===== src/rtl/noc_output_port.sv =====
// Transmit side of a NoC link: 2-entry flit FIFO, credit-based launch into the
// downstream input buffer, and head/body/tail framing check. Optional parity: NOC_LINK_PARITY_EN.
module noc_output_port #(
   parameter int unsigned FLIT_W    = 16,
   parameter int unsigned BUF_DEPTH = 8,
   parameter int unsigned CNT_W     = 4
) (
   input  logic              clk,
   input  logic              reset,
   input  logic [FLIT_W-1:0] tx_data_i,
   input  logic              tx_valid_i,
   output logic              tx_ready_o,
   output logic              link_write_o,
   output logic [FLIT_W-1:0] link_data_o,
   output logic              link_parity_o,
   input  logic              credit_i,
   output logic [CNT_W-1:0]  credits_o,
   output logic              busy_o,
   output logic              err_o
);

   typedef enum logic {IDLE, PKT} state_t;

   localparam logic [CNT_W-1:0] CRED_MAX = CNT_W'(BUF_DEPTH);

   state_t            state, state_nxt;
   logic [FLIT_W-1:0] fifo_mem [2];
   logic              rd_ptr, wr_ptr;
   logic [1:0]        fifo_cnt;
   logic              fifo_full, fifo_empty;
   logic              push, pop;
   logic [FLIT_W-1:0] head_flit;
   logic [1:0]        head_type;
   logic [CNT_W-1:0]  credits;
   logic              proto_err, credit_ovf;

   assign fifo_full  = (fifo_cnt == 2'd2);
   assign fifo_empty = (fifo_cnt == 2'd0);
   assign tx_ready_o = !fifo_full;
   assign push       = tx_valid_i && !fifo_full;
   assign pop        = !fifo_empty && (credits != '0);
   assign head_flit  = fifo_mem[rd_ptr];
   assign head_type  = head_flit[FLIT_W-1 -: 2];
   assign credit_ovf = credit_i && !pop && (credits == CRED_MAX);
   assign credits_o  = credits;
   assign busy_o     = (state == PKT);

   always_ff @(posedge clk) begin
      if (push) fifo_mem[wr_ptr] <= tx_data_i;
   end

   always_ff @(posedge clk) begin
      if (reset) begin
         rd_ptr   <= 1'b0;
         wr_ptr   <= 1'b0;
         fifo_cnt <= 2'd0;
      end else begin
         if (push) wr_ptr <= !wr_ptr;
         if (pop)  rd_ptr <= !rd_ptr;
         case ({push, pop})
            2'b10:   fifo_cnt <= fifo_cnt + 2'd1;
            2'b01:   fifo_cnt <= fifo_cnt - 2'd1;
            default: fifo_cnt <= fifo_cnt;
         endcase
      end
   end

   // A credit arriving at full count has nowhere to go: saturate and flag it.
   always_ff @(posedge clk) begin
      if (reset) begin
         credits <= CRED_MAX;
      end else if (pop && !credit_i) begin
         credits <= credits - 1'b1;
      end else if (!pop && credit_i && (credits != CRED_MAX)) begin
         credits <= credits + 1'b1;
      end
   end

   always_ff @(posedge clk) begin
      if (reset) state <= IDLE;
      else       state <= state_nxt;
   end

   always_comb begin
      state_nxt = state;
      proto_err = 1'b0;
      if (pop) begin
         case (state)
            IDLE: begin
               if (head_type == 2'b10)      state_nxt = PKT;
               else if (head_type != 2'b11) proto_err = 1'b1;
            end
            PKT: begin
               if (head_type == 2'b01)      state_nxt = IDLE;
               else if (head_type != 2'b00) proto_err = 1'b1;
            end
            default: state_nxt = IDLE;
         endcase
      end
   end

   always_ff @(posedge clk) begin
      if (reset) begin
         link_write_o <= 1'b0;
         link_data_o  <= '0;
      end else begin
         link_write_o <= pop;
         if (pop) link_data_o <= head_flit;
      end
   end

`ifdef NOC_LINK_PARITY_EN
   logic parity_q;

   always_ff @(posedge clk) begin
      if (reset)    parity_q <= 1'b0;
      else if (pop) parity_q <= ^head_flit;
   end

   assign link_parity_o = parity_q;
`else
   assign link_parity_o = 1'b0;
`endif

   always_ff @(posedge clk) begin
      if (reset)                        err_o <= 1'b0;
      else if (proto_err || credit_ovf) err_o <= 1'b1;
   end

endmodule

===== config.mk =====
export PLATFORM = sky130hd
export DESIGN_NAME = noc_output_port
export DESIGN_NICKNAME = d
export VERILOG_FILES = /design/src/rtl/noc_output_port.sv
export SDC_FILE = /design/constraint.sdc
export NUM_CORES = 1
export LEC_CHECK = 0
export CELL_PAD_IN_SITES_DETAIL_PLACEMENT = 1
export CELL_PAD_IN_SITES_GLOBAL_PLACEMENT = 1
export CORE_MARGIN = 2
export CORE_UTILIZATION = 41
export DETAILED_ROUTE_END_ITERATION = 10
export PLACE_DENSITY = 0.82
export SLEW_MARGIN = 20
export SYNTH_ARGS = -nofsm -noshare
export SYNTH_HDL_FRONTEND = slang
export SYNTH_SLANG_ARGS = --single-unit

===== constraint.sdc =====
create_clock -name clk -period 2.9 [get_ports clk]
set_input_delay 0.58 -clock clk [delete_from_list [all_inputs] [get_ports clk]]
set_output_delay 0.58 -clock clk [all_outputs]
set_load 0.01 [all_outputs]

* After elaboration in Yosys (flattened, before gate mapping)
Memories as Yosys holds them, arrays and structs flattened. A register that Yosys moved wholly into a read port is not among the register bits.
Index checks and enable logic that the tools add are counted.
** Cells by class
- Bitwise logic cells :: 1
- Add/sub/neg operators :: 4
- Equal/unequal tests :: 8
- Reduce and logical (&&, ||, !) cells :: 18
- Muxes and demuxes :: 16
** Operators by type and width (number)
- $mux 1 :: 11
- $mux 4 :: 2
- $eq 2x2->1 const B :: 3
- $logic_and 1x1->1 :: 6
- $logic_not 1->1 :: 6
- $reduce_bool 2->1 :: 3
- $add 4x1->4 const B :: 1
- $eq 2x1->1 const B :: 2
- $eq 4x4->1 const B :: 1
- $ne 4x4->1 const B :: 1
- $pmux 1 s2 :: 2
- $pmux 2 s2 :: 1
- $reduce_bool 4->1 :: 1
- $sub 4x1->4 const B :: 1
- $add 2x1->2 const B :: 1
- $logic_not 2->1 :: 1
- $ne 2x2->1 const B :: 1
- $sub 2x1->2 const B :: 1
- $logic_or 1x1->1 :: 1
- $not 1->1 :: 1
** Storage, ports and cells
- Bits in writable memories :: 32
- Input port bits :: 20
- Output and inout port bits :: 25
- Bits in registers :: 27
- Memories kept :: 1
** Memories
- fifo_mem :: depth 2, width 16, rd ports 1, clocked after memory_dff 1, write ports 1, RTL line 27 : logic [FLIT_W-1:0] fifo_mem [2];

* Logic depth before layout (Yosys ltp)
- Depth in word-level cells :: 8
- Gate-level depth with buffers :: 9
- Mapped depth without buffers :: 8

* Worst setup path after synthesis
Ideal clock, no wire load.
- Path type :: register to register
- From :: register credits[0] (netlist: credits_o[0])
- To :: register fifo_cnt[1]
- Slack :: 708 ps
- Clock period less this slack :: 2192 ps
- Cell stages (with the launch flop) :: 9
- Data arrival time :: 2122 ps
- Cells stage by stage :: dfxtp_1 -> or4_4 -> o21ai_4 -> inv_2 -> buf_6 -> buf_4 -> ha_1 -> or3_1 -> a21oi_1
** Between the ends
- Word-level cells in the longest chain between the ends :: 4
- Elaborated cells on any way between the ends :: 6
- Those cells by class :: 2 x eq/ne; 1 x mux; 3 x reduce/logical
** RTL lines
- from (decl) :: RTL line 34 : logic [CNT_W-1:0] credits;
- from (signal assigned) :: RTL line 73 : credits <= credits - 1'b1;
- from (signal assigned) :: RTL line 75 : credits <= credits + 1'b1;
- $reduce_bool 4->1 * :: RTL line 41 : assign pop = !fifo_empty && (credits != '0);
- $logic_and 1x1->1 * :: RTL line 41
- named net pop :: RTL line 31 : logic push, pop;
- $eq 2x1->1 / $eq 2x2->1 (equally long branches) :: RTL line 60 : case ({push, pop})
- $pmux 2 s2 / $reduce_bool 2->1 (equally long branches)
- to (signal assigned) :: RTL line 61 : 2'b10: fifo_cnt <= fifo_cnt + 2'd1;
- to (signal assigned) :: RTL line 62 : 2'b01: fifo_cnt <= fifo_cnt - 2'd1;
- to (signal assigned) :: RTL line 63 : default: fifo_cnt <= fifo_cnt;
- to (decl) :: RTL line 29 : logic [1:0] fifo_cnt;
Mark *: on every way through the listed nets, which the timed path passes. The rest lies on a longest branch.
A chain may end at the register's enable or synchronous reset.

* Worst setup path in the final report
- From :: register credits[0] (netlist: credits_o[0])
- To :: register credits[2] (netlist: credits_o[2])
** Between the ends
- Word-level cells in the longest chain between the ends :: 6
- Elaborated cells on any way between the ends :: 12
- Those cells by class :: 2 x add/sub; 1 x eq/ne; 2 x mux; 7 x reduce/logical
** RTL lines
- parallel branches: the longest is 6 deep, another holds $add 4x1->4
Several ways; the timed one is not identified. The select of a mux whose other input is x is not followed.

==> results.toml <==
[global_routing]
antenna_found_initial = 0
grt_pass1_wl_um = 7450
grt_usage_pct = 16.0
overflow = 0
grt_max_degree = 36
grt_pass1_vias = 1519

[run_status]
status = "finished, final reports clean"

[pwr]
power.leakage_uw = 0.00108
ir_worst_vdd_mv = 0.537
p_per_area_nw_per_um2 = 1120
finalPower_uw = 3370

[clock_network]
clkSinkCount = 60
cts_resized = 0
clockRootBuffer = "clkbuf_8"
htreeDepth = 3
cts_post_setup_buffers_inserted = 0
clk_pin_slew_ps = 70
cts_hold_repair.buffers = 0
cts_tree = "built"
cts_made_buffers = 9
clock_path_buffers = 2
clk_latency_ps = 330

[timing]
finalHoldViolations = 0
setup_tns_ps = 0
min_period_ps = 2180
slew_viol_final = 0
clock_skew_ps = 6.32
worst_slew_pin_slew_ps = 834
relSlewSlack_pct = 44.2
setup_viol = 0
rsz0062_at_grt = "no"
max_freq_mhz = 459
fin_crit_sh_pct = 75.1

[detailed_routing]
detail_route.vias_per_cell = 5.00
firstDrtPassIters = 4
routed_wl_um = 4500
vias = 1491
drcViolationCount = 0
ant_nets = 0
detailedRoute.firstIterationViolations = 41
drt-wirelength-per-cell_um = 15.1

[yosys]
yosysWarningCount = 0
synth_seq_cells = 60
avgSynthCellArea_sq_um = 13.2
synth_top_area_cell = "edfxtp_1"
synth_nets = 195
async_reset_ff_share_pct = 0
synthesis.instances = 173
synthFlopType = "edfxtp_1"
synth.top_cell.area_share_pct = 42.0
synth_edf_count = 32
yosysSeqAreaShare_pct = 66.5
yosysMostFrequentCell = "edfxtp_1"
synthTopCellsByArea = "edfxtp_1 (42%), dfxtp_1 (24%), mux2i_1 (7.9%)"
netlist_area_sq_um = 2290
synth.cells.most_frequent = "edfxtp_1 (32), dfxtp_1 (28), nor2_1 (26), mux2i_1 (18), a211oi_1 (16)"
ys_types = 35

[hold_path]
hold_class = "register to register"
min_from = "link_data_o[6]"

[worst_setup_path]
critical_path_class = "register to register"
arrival_ps = 2390
worstPathRequired_ps = 3110
critPathLaunch = "credits_o[0]"
max_stage_delay_ps = 560
cp-start-kind = "register"
crit_chain = "or4_4 > o21ai_4 > nor2_1 > xor2_1 > ha_1 > nor3_1 > a32oi_1 > mux2_1"
slowest_stage = "or4_4"
critPathCaptureType = "register"
cp_max_fo = 8
regToRegStartpoint = "credits_o[0]"

[floorplanning]
die_y_um = 78.7
die_area_sq_um = 6200
rows = 27
initial_core_util_pct = 42.1
core_sq_um = 5440
ios = 45
die_x_um = 78.7

[layout]
final_nets = 243
area_growth_pct = 30.9
final_core_utilization_pct = 55.1
fillCellCount = 546
diodes = 0
drive_above_1_share_pct = 10.6

[placement]
io_buffers = 43
place_congestion = 0.757
dp.final_hpwl_um = 3030

[job]
drv_cap = 0
[layout by cell type, fill, tap and decap left out, types with 2 or more instances in the layout]
| cell | instances |
|---|---|
| nor2b_1 | 2 |
| buf_4 | 5 |
| bufinv_16 | 2 |
| mux2i_1 | 18 |
| nor3_1 | 2 |
| clkinv_2 | 2 |
| a211oi_1 | 16 |
| dfxtp_1 | 28 |
| xor2_1 | 5 |
| nand2_1 | 3 |
| ha_1 | 2 |
| xnor2_1 | 2 |
| nor2_1 | 26 |
| a21oi_1 | 4 |
| clkdlybuf4s50_1 | 43 |
| clkbuf_8 | 10 |
| o21ai_0 | 3 |
| edfxtp_1 | 32 |
| clkinv_1 | 2 |
| nand2b_1 | 2 |
[state kept, by name, indices dropped and copies added, names as in the netlist, named ones only]
| name | cells |
|---|---|
| fifo_mem | 32 |
| fifo_cnt | 2 |
| credits_o | 4 |
| link_data_o | 16 |
| err_o | 1 |
| link_write_o | 1 |
| wr_ptr | 1 |
| rd_ptr | 1 |
| busy_o | 1 |
[where the power goes]
part           total [uW]  switching (uW)  internal (uW)
clock                 809             311            498
sequential           1330             177           1160
combinational        1230             616            609
[final timing paths]
path                          to  depth (start not counted)  slack [ps]
setup / recovery    credits_o[2]                          8         720
hold / removal    link_data_o[6]                          2         500
setup reg to reg    credits_o[2]                          8         720
hold reg to reg   link_data_o[6]                          2         500
[cell families (layout without fill, tap and decap cells)]
kind of cell	count (synthesis)	count (layout)	share of synthesized area, %
compound gates	29	29	9.19
simple gates	42	42	8.53
fa+ha+maj	2	2	1.09
other cells	1	1	0.164
mux	20	20	8.86
xor+xnor	7	7	2.68
flops	60	60	66.5
buf+inv	12	65	3.01
[cell type report]
class | instances | area (sq um) | share of cell area [%]
well taps | 72 | 90.1 | 3.01
clock buffers | 10 | 138 | 4.59
multi-input cells | 101 | 698 | 23.3
clock inverters | 6 | 77.6 | 2.59
flip-flops and latches | 60 | 1520 | 50.8
inverters | 1 | 3.75 | 0.125
repair buffers | 48 | 468 | 15.6
[per-layer routing]
layer  vias to the layer above  track usage, %  routed length, um
li1                        732               -                  -
met5                         -               0                  0
met4                         0            6.32                 59
met3                         5            5.23                149
met2                        32            27.8               2300
met1                       722            18.2               1980
[per-stage QoR]
stage,std cells,setup WS (ps),instance area (sq um),hold WS (ps)
2_1_floorplan,173,708,2290,481
3_3_place_gp,282,587,2780,489
3_5_place_dp,282,498,2780,493
5_1_grt,298,600,3000,527
4_1_cts,298,700,3000,503
6_report,298,723,3000,499
[worst max-delay path, delay by kind of cell (launching register included)]
kind | cells | cell delay, ps
multiplexers | 1 | 340
AND/OR/NAND/NOR | 3 | 680
adder cells (fa/ha/maj) | 1 | 190
XOR/XNOR | 1 | 160
AO/OA/AOI/OAI | 2 | 310
flip-flops | 1 | 380
Note: power is estimated with default switching activity, not from simulation.
